$ cat config.mk
export PLATFORM = sky130hd
export DESIGN_NAME = uart_frame_receiver
export DESIGN_NICKNAME = d
export VERILOG_FILES = /design/src/rtl/uart_frame_receiver.sv
export SDC_FILE = /design/constraint.sdc
export NUM_CORES = 1
export LEC_CHECK = 0
export CORE_MARGIN = 2
export CORE_UTILIZATION = 28
export CTS_CLUSTER_SIZE = 25
export DETAILED_ROUTE_END_ITERATION = 8
export PLACE_DENSITY = 0.45
export SLEW_MARGIN = 25
export SYNTH_ARGS = -nofsm -noshare
export SYNTH_HDL_FRONTEND = slang
export SYNTH_SLANG_ARGS = --single-unit
$ cat constraint.sdc
create_clock -name clk -period 3.9 [get_ports clk]
set_clock_uncertainty 0.2 [all_clocks]
set_input_delay 0.78 -clock clk [delete_from_list [all_inputs] [get_ports clk]]
set_output_delay 0.78 -clock clk [all_outputs]
set_load 0.03 [all_outputs]
$ cat src/rtl/uart_frame_receiver.sv
// Receives a HEADER-framed 4-byte payload plus XOR checksum from a UART byte stream.
// Presents the assembled 32-bit word with a one-cycle valid pulse, or flags errors.
module uart_frame_receiver #(
    parameter logic [7:0] HEADER         = 8'hA5,
    parameter int         TIMEOUT_CYCLES = 100000
) (
    input  logic        clk,
    input  logic        reset_n,
    input  logic        rx_done_tick,
    input  logic [7:0]  r_data,
    output logic [31:0] data_out,
    output logic        data_valid,
    output logic        frame_error,
    output logic        busy
);

    localparam int CW = $clog2(TIMEOUT_CYCLES) + 1;
    localparam logic [CW-1:0] TMAX = CW'(TIMEOUT_CYCLES - 1);

    typedef enum logic [2:0] {IDLE, B1, B2, B3, B4, CHK} state_t;

    state_t         state;
    state_t         state_next;
    logic [31:0]    shift_reg;
    logic [7:0]     xor_sum;
    logic [CW-1:0]  timeout_cnt;
    logic           start;
    logic           shift_en;
    logic           chk_good;
    logic           chk_bad;
    logic           timed_out;
    logic           timeout_hit;

    assign busy        = (state != IDLE);
    assign timeout_hit = (timeout_cnt == TMAX);

    // A tick always takes priority over a coincident timeout.
    always_comb begin
        state_next = state;
        start      = 1'b0;
        shift_en   = 1'b0;
        chk_good   = 1'b0;
        chk_bad    = 1'b0;
        timed_out  = 1'b0;
        case (state)
            IDLE: begin
                if (rx_done_tick && r_data == HEADER) begin
                    state_next = B1;
                    start      = 1'b1;
                end
            end
            B1, B2, B3, B4: begin
                if (rx_done_tick) begin
                    shift_en = 1'b1;
                    case (state)
                        B1:      state_next = B2;
                        B2:      state_next = B3;
                        B3:      state_next = B4;
                        default: state_next = CHK;
                    endcase
                end else if (timeout_hit) begin
                    timed_out  = 1'b1;
                    state_next = IDLE;
                end
            end
            CHK: begin
                if (rx_done_tick) begin
                    if (r_data == xor_sum) chk_good = 1'b1;
                    else                   chk_bad  = 1'b1;
                    state_next = IDLE;
                end else if (timeout_hit) begin
                    timed_out  = 1'b1;
                    state_next = IDLE;
                end
            end
            default: state_next = IDLE;
        endcase
    end

    always_ff @(posedge clk or negedge reset_n) begin
        if (!reset_n) begin
            state       <= IDLE;
            shift_reg   <= '0;
            xor_sum     <= '0;
            timeout_cnt <= '0;
            data_out    <= '0;
            data_valid  <= 1'b0;
            frame_error <= 1'b0;
        end else begin
            state       <= state_next;
            data_valid  <= chk_good;
            frame_error <= chk_bad | timed_out;
            if (start) begin
                xor_sum <= '0;
            end
            if (shift_en) begin
                shift_reg <= {shift_reg[23:0], r_data};
                xor_sum   <= xor_sum ^ r_data;
            end
            if (chk_good) begin
                data_out <= shift_reg;
            end
            if (state == IDLE || state_next == IDLE || rx_done_tick) begin
                timeout_cnt <= '0;
            end else begin
                timeout_cnt <= timeout_cnt + CW'(1);
            end
        end
    end

endmodule

==> run summary <==
After legalization and detailed placement, the total HPWL measured 5.56 mm. The count of nets left with antenna violations once routing finished came out at 0. The ratio of cells with drive above 1 in the final layout was 13.4%. The number of distinct standard cells referenced by the synthesized netlist is 37, and the placeable core region is 0.0144 mm2. The setup path with the least slack is of type reg -> out. The share of the cycle needed by the critical path after routing is 75.8%.

For this design the top-level I/O count stands at 46. Routability-driven placement finished with a final weighted congestion of 0.696. Post-CTS repair changed the size of 0 cells. The proportion of synthesized area in mux cells came out at 12.7%.

The total length of routed wires is 8.48 mm, and the TritonCTS sink count is 95. Setup violations remaining at the end of the flow were counted as 0. A synthesized cell averages 10.8 um2. The measured slew at the worst slew-check pin is 800 ps.

The run finished with clean final reports. Dividing the detail-routed via count by the number of cells gives 4.57. The die covers 0.0157 mm2. Of the post-synthesis cell area, the dominant cell type holds 57.8%.

The total CTS buffers was 9. The first global-routing pass estimated 14.4 mm of wire. The number of warnings printed during yosys synthesis was 0.

Dividing the detail-routed wire length by the instance count gives 13.9 um. The number of enable-type register cells in the synthesized netlist is 0, and the worst max-slew margin expressed relative to the limit is 46.6%. STA classifies the critical path startpoint as a register. The clock latency at the later pin of the worst-skew pair is 350 ps.

Counting cells, the worst reg-to-reg path comes to 5. In the final routing, the length of wire on met1 measures 4.09 mm. TritonCTS built the clock tree. The post-synthesis compound-gate area fraction was 3.16%; the total instance count after detailed placement was 594. The run gives 0.00238 mm2 as the combined flip-flop and latch cell area.

Wire segments on met2 add up to 3.85 mm in the final route. The tools report the endpoint of the worst-slack reg-to-reg timing path as timeout_cnt[12]$_DFF_PN0_. The share of the Yosys chip area taken by registers is 57.8%. The startpoint identified for the worst register-to-register timing path is timeout_cnt[0]$_DFF_PN0_. Subtracting the final worst setup slack from the clock period gives 2960 ps.

The share of flip-flops with an asynchronous set or reset is 100%. From synthesis to final layout, the design area changed by 22.7%. Post-detailed-route DRC marker count: 0. The cell taking the most area after synthesis was sky130_fd_sc_hd__dfrtp_1.

Setup repair after global routing left no endpoint under its margin. Once the clock tree was built, the setup fixing pass inserted 0 buffers. The worst min-delay path class was in -> async. IR analysis of the VDD net gives a maximum drop of 0.245 mV. For the number of H-tree levels, the log shows 3. The biggest fanout along the worst timing path came out at 9. The count of buffers added on input and output ports is 45.

Summed over all nets, wire length on met3 after detailed routing comes to 386 um. For this design the ratio of total power to cell area is 582 mW/mm2. The number of synthesized register bits works out to 95. Via count: 2,788. The total negative slack for setup checks is 0 ps, and the leakage dissipation is 2.40 nW. Counting instances in the post-synthesis netlist gives the leading cell types as sky130_fd_sc_hd__nand2_1 (105), sky130_fd_sc_hd__dfrtp_1 (95), sky130_fd_sc_hd__mux2_2 (32). Critical path endpoint category: an output port. After technology mapping, the gate count stands at 381. In this run the clock root is driven by a sky130_fd_sc_hd__clkbuf_16. The synthesized netlist net count was 393; the post-synthesis adder-cell area fraction was 0.304%. The data required time at the worst endpoint came out at 2920 ps.

For the global-route congestion overflow total, the log shows 0. Counting the fill cells in the layout gives 1,478. The run gives 0 as the number of antenna violations at the first check in global routing. The area taken by multi-input logic gates is 0.00161 mm2, and the clock-pin slew of the registers on the worst-case setup and hold paths is 70 ps.

The run gives 49 as the largest net degree at the start of global routing. The run gives 0.00411 mm2 as the post-synthesis cell area. Hold repair after CTS inserted 0 buffers. The count of endpoints failing hold in the final timing report is 0, and the detailed router's first-iteration violation count is 138. The run gives 2 as the buffer levels on the longest clock path. The logs give 1980 ps for the data arrival time of the critical path and 4 for the number of search-and-repair iterations in the first detailed-routing pass.

The height of the die was 125 um. For this run, the leading register cell type out of synthesis is sky130_fd_sc_hd__dfrtp_1. For the layout net count, the log shows 433.

Combinational family with the most area after synthesis: simple AND/OR/NAND/NOR gates. For the final count of pins violating max slew, the log shows 0. The number of antenna cells inserted was 0; the timing-limited maximum frequency was 338 MHz.

The logs give 1530 ps for the register-to-register setup slack and 44 for the number of placement rows. Summing the areas of all and, or, nand and nor instances in the mapped netlist gives 18.2% of the synthesized area. Global routing used 11.6% of the available tracks across all layers. Across the run, the number of max-cap violations was 0. Once the floorplan was initialized, standard cells occupied 28.5% of the core.

The number of global-route vias before repair was 2,730. By instance count, the leading cell after synthesis is sky130_fd_sc_hd__nand2_1. X dimension of the die: 125 um. The top layer used by detailed routing is met4. Excluding fillers, the count of instances in the completed layout stands at 610. The synthesized-area fraction occupied by xor and xnor cells came out at 4.47%. In the post-synthesis netlist, the biggest area contributors are sky130_fd_sc_hd__dfrtp_1 (58%), sky130_fd_sc_hd__nand2_1 (9.6%), sky130_fd_sc_hd__mux2_2 (8.8%).
==> stage by stage <==
step	setup slack (ps)	area, um2	power [mW]	utilization (%)	hold WS [ps]
final	944	5050	2.94	35.0	258
after global routing	859	5050	3.16	35.0	291
after CTS	910	5050	3.01	35.0	264
after detailed placement	687	4740	2.08	32.9	257
after global placement	699	4740	2.06	32.9	258
after floorplan	1460	4110	1.87	-	240
==> where the power goes <==
part	switching (mW)	internal (mW)	total [mW]
sequential	0.180	1.21	1.39
clock	0.381	0.521	0.902
combinational	0.393	0.256	0.649
==> cell usage in the layout, fill, tap and decap left out, drive strengths merged, types with 6 or more instances in the layout <==
master         instances
a21oi                  7
clkbuf                11
clkdlybuf4s50         44
dfrtp                 95
inv                   15
mux2                  32
mux2i                 16
nand2                105
nand4                 10
nor2                  17
o21ai                  6
xnor2                 13
xor2                   8
==> critical path, stage by stage, from the launching register on <==
cell and delay [ps]:
sky130_fd_sc_hd__dfrtp_1 470, sky130_fd_sc_hd__or3_1 520, sky130_fd_sc_hd__clkdlybuf4s50_1 640
==> how the worst max path moves through the flow <==
stage	to	slack (ps)	startpoint
floorplan	data_out[10]$_DFFE_PN0P_	1460	r_data[6]
global placement	data_out[18]$_DFFE_PN0P_	700	r_data[3]
detailed placement	data_out[19]$_DFFE_PN0P_	690	r_data[3]
CTS	busy	910	state[0]$_DFF_PN0_
global route	busy	860	state[0]$_DFF_PN0_
finish	busy	940	state[0]$_DFF_PN0_
==> metal layers <==
metal	global-route usage [%]	up-vias
met5	0	-
met3	4.15	10
li1	-	1359
met2	17.4	60
met4	4.31	0
met1	15.5	1359
==> cell type report <==
cell class              count  share of cell area [%]
well taps                 184                    4.56
multi-input cells         255                    31.9
inverters                  12                   0.892
clock buffers              11                    4.81
flip-flops and latches     95                    47.1
repair buffers             48                    9.57
clock inverters             5                    1.21
==> logic make-up after synthesis <==
family / after synthesis
simple gates: 164
flops: 95
mux: 48
buf+inv: 31
compound gates: 21
xor+xnor: 21
fa+ha+maj: 1
(Power assumes the default switching activity.)
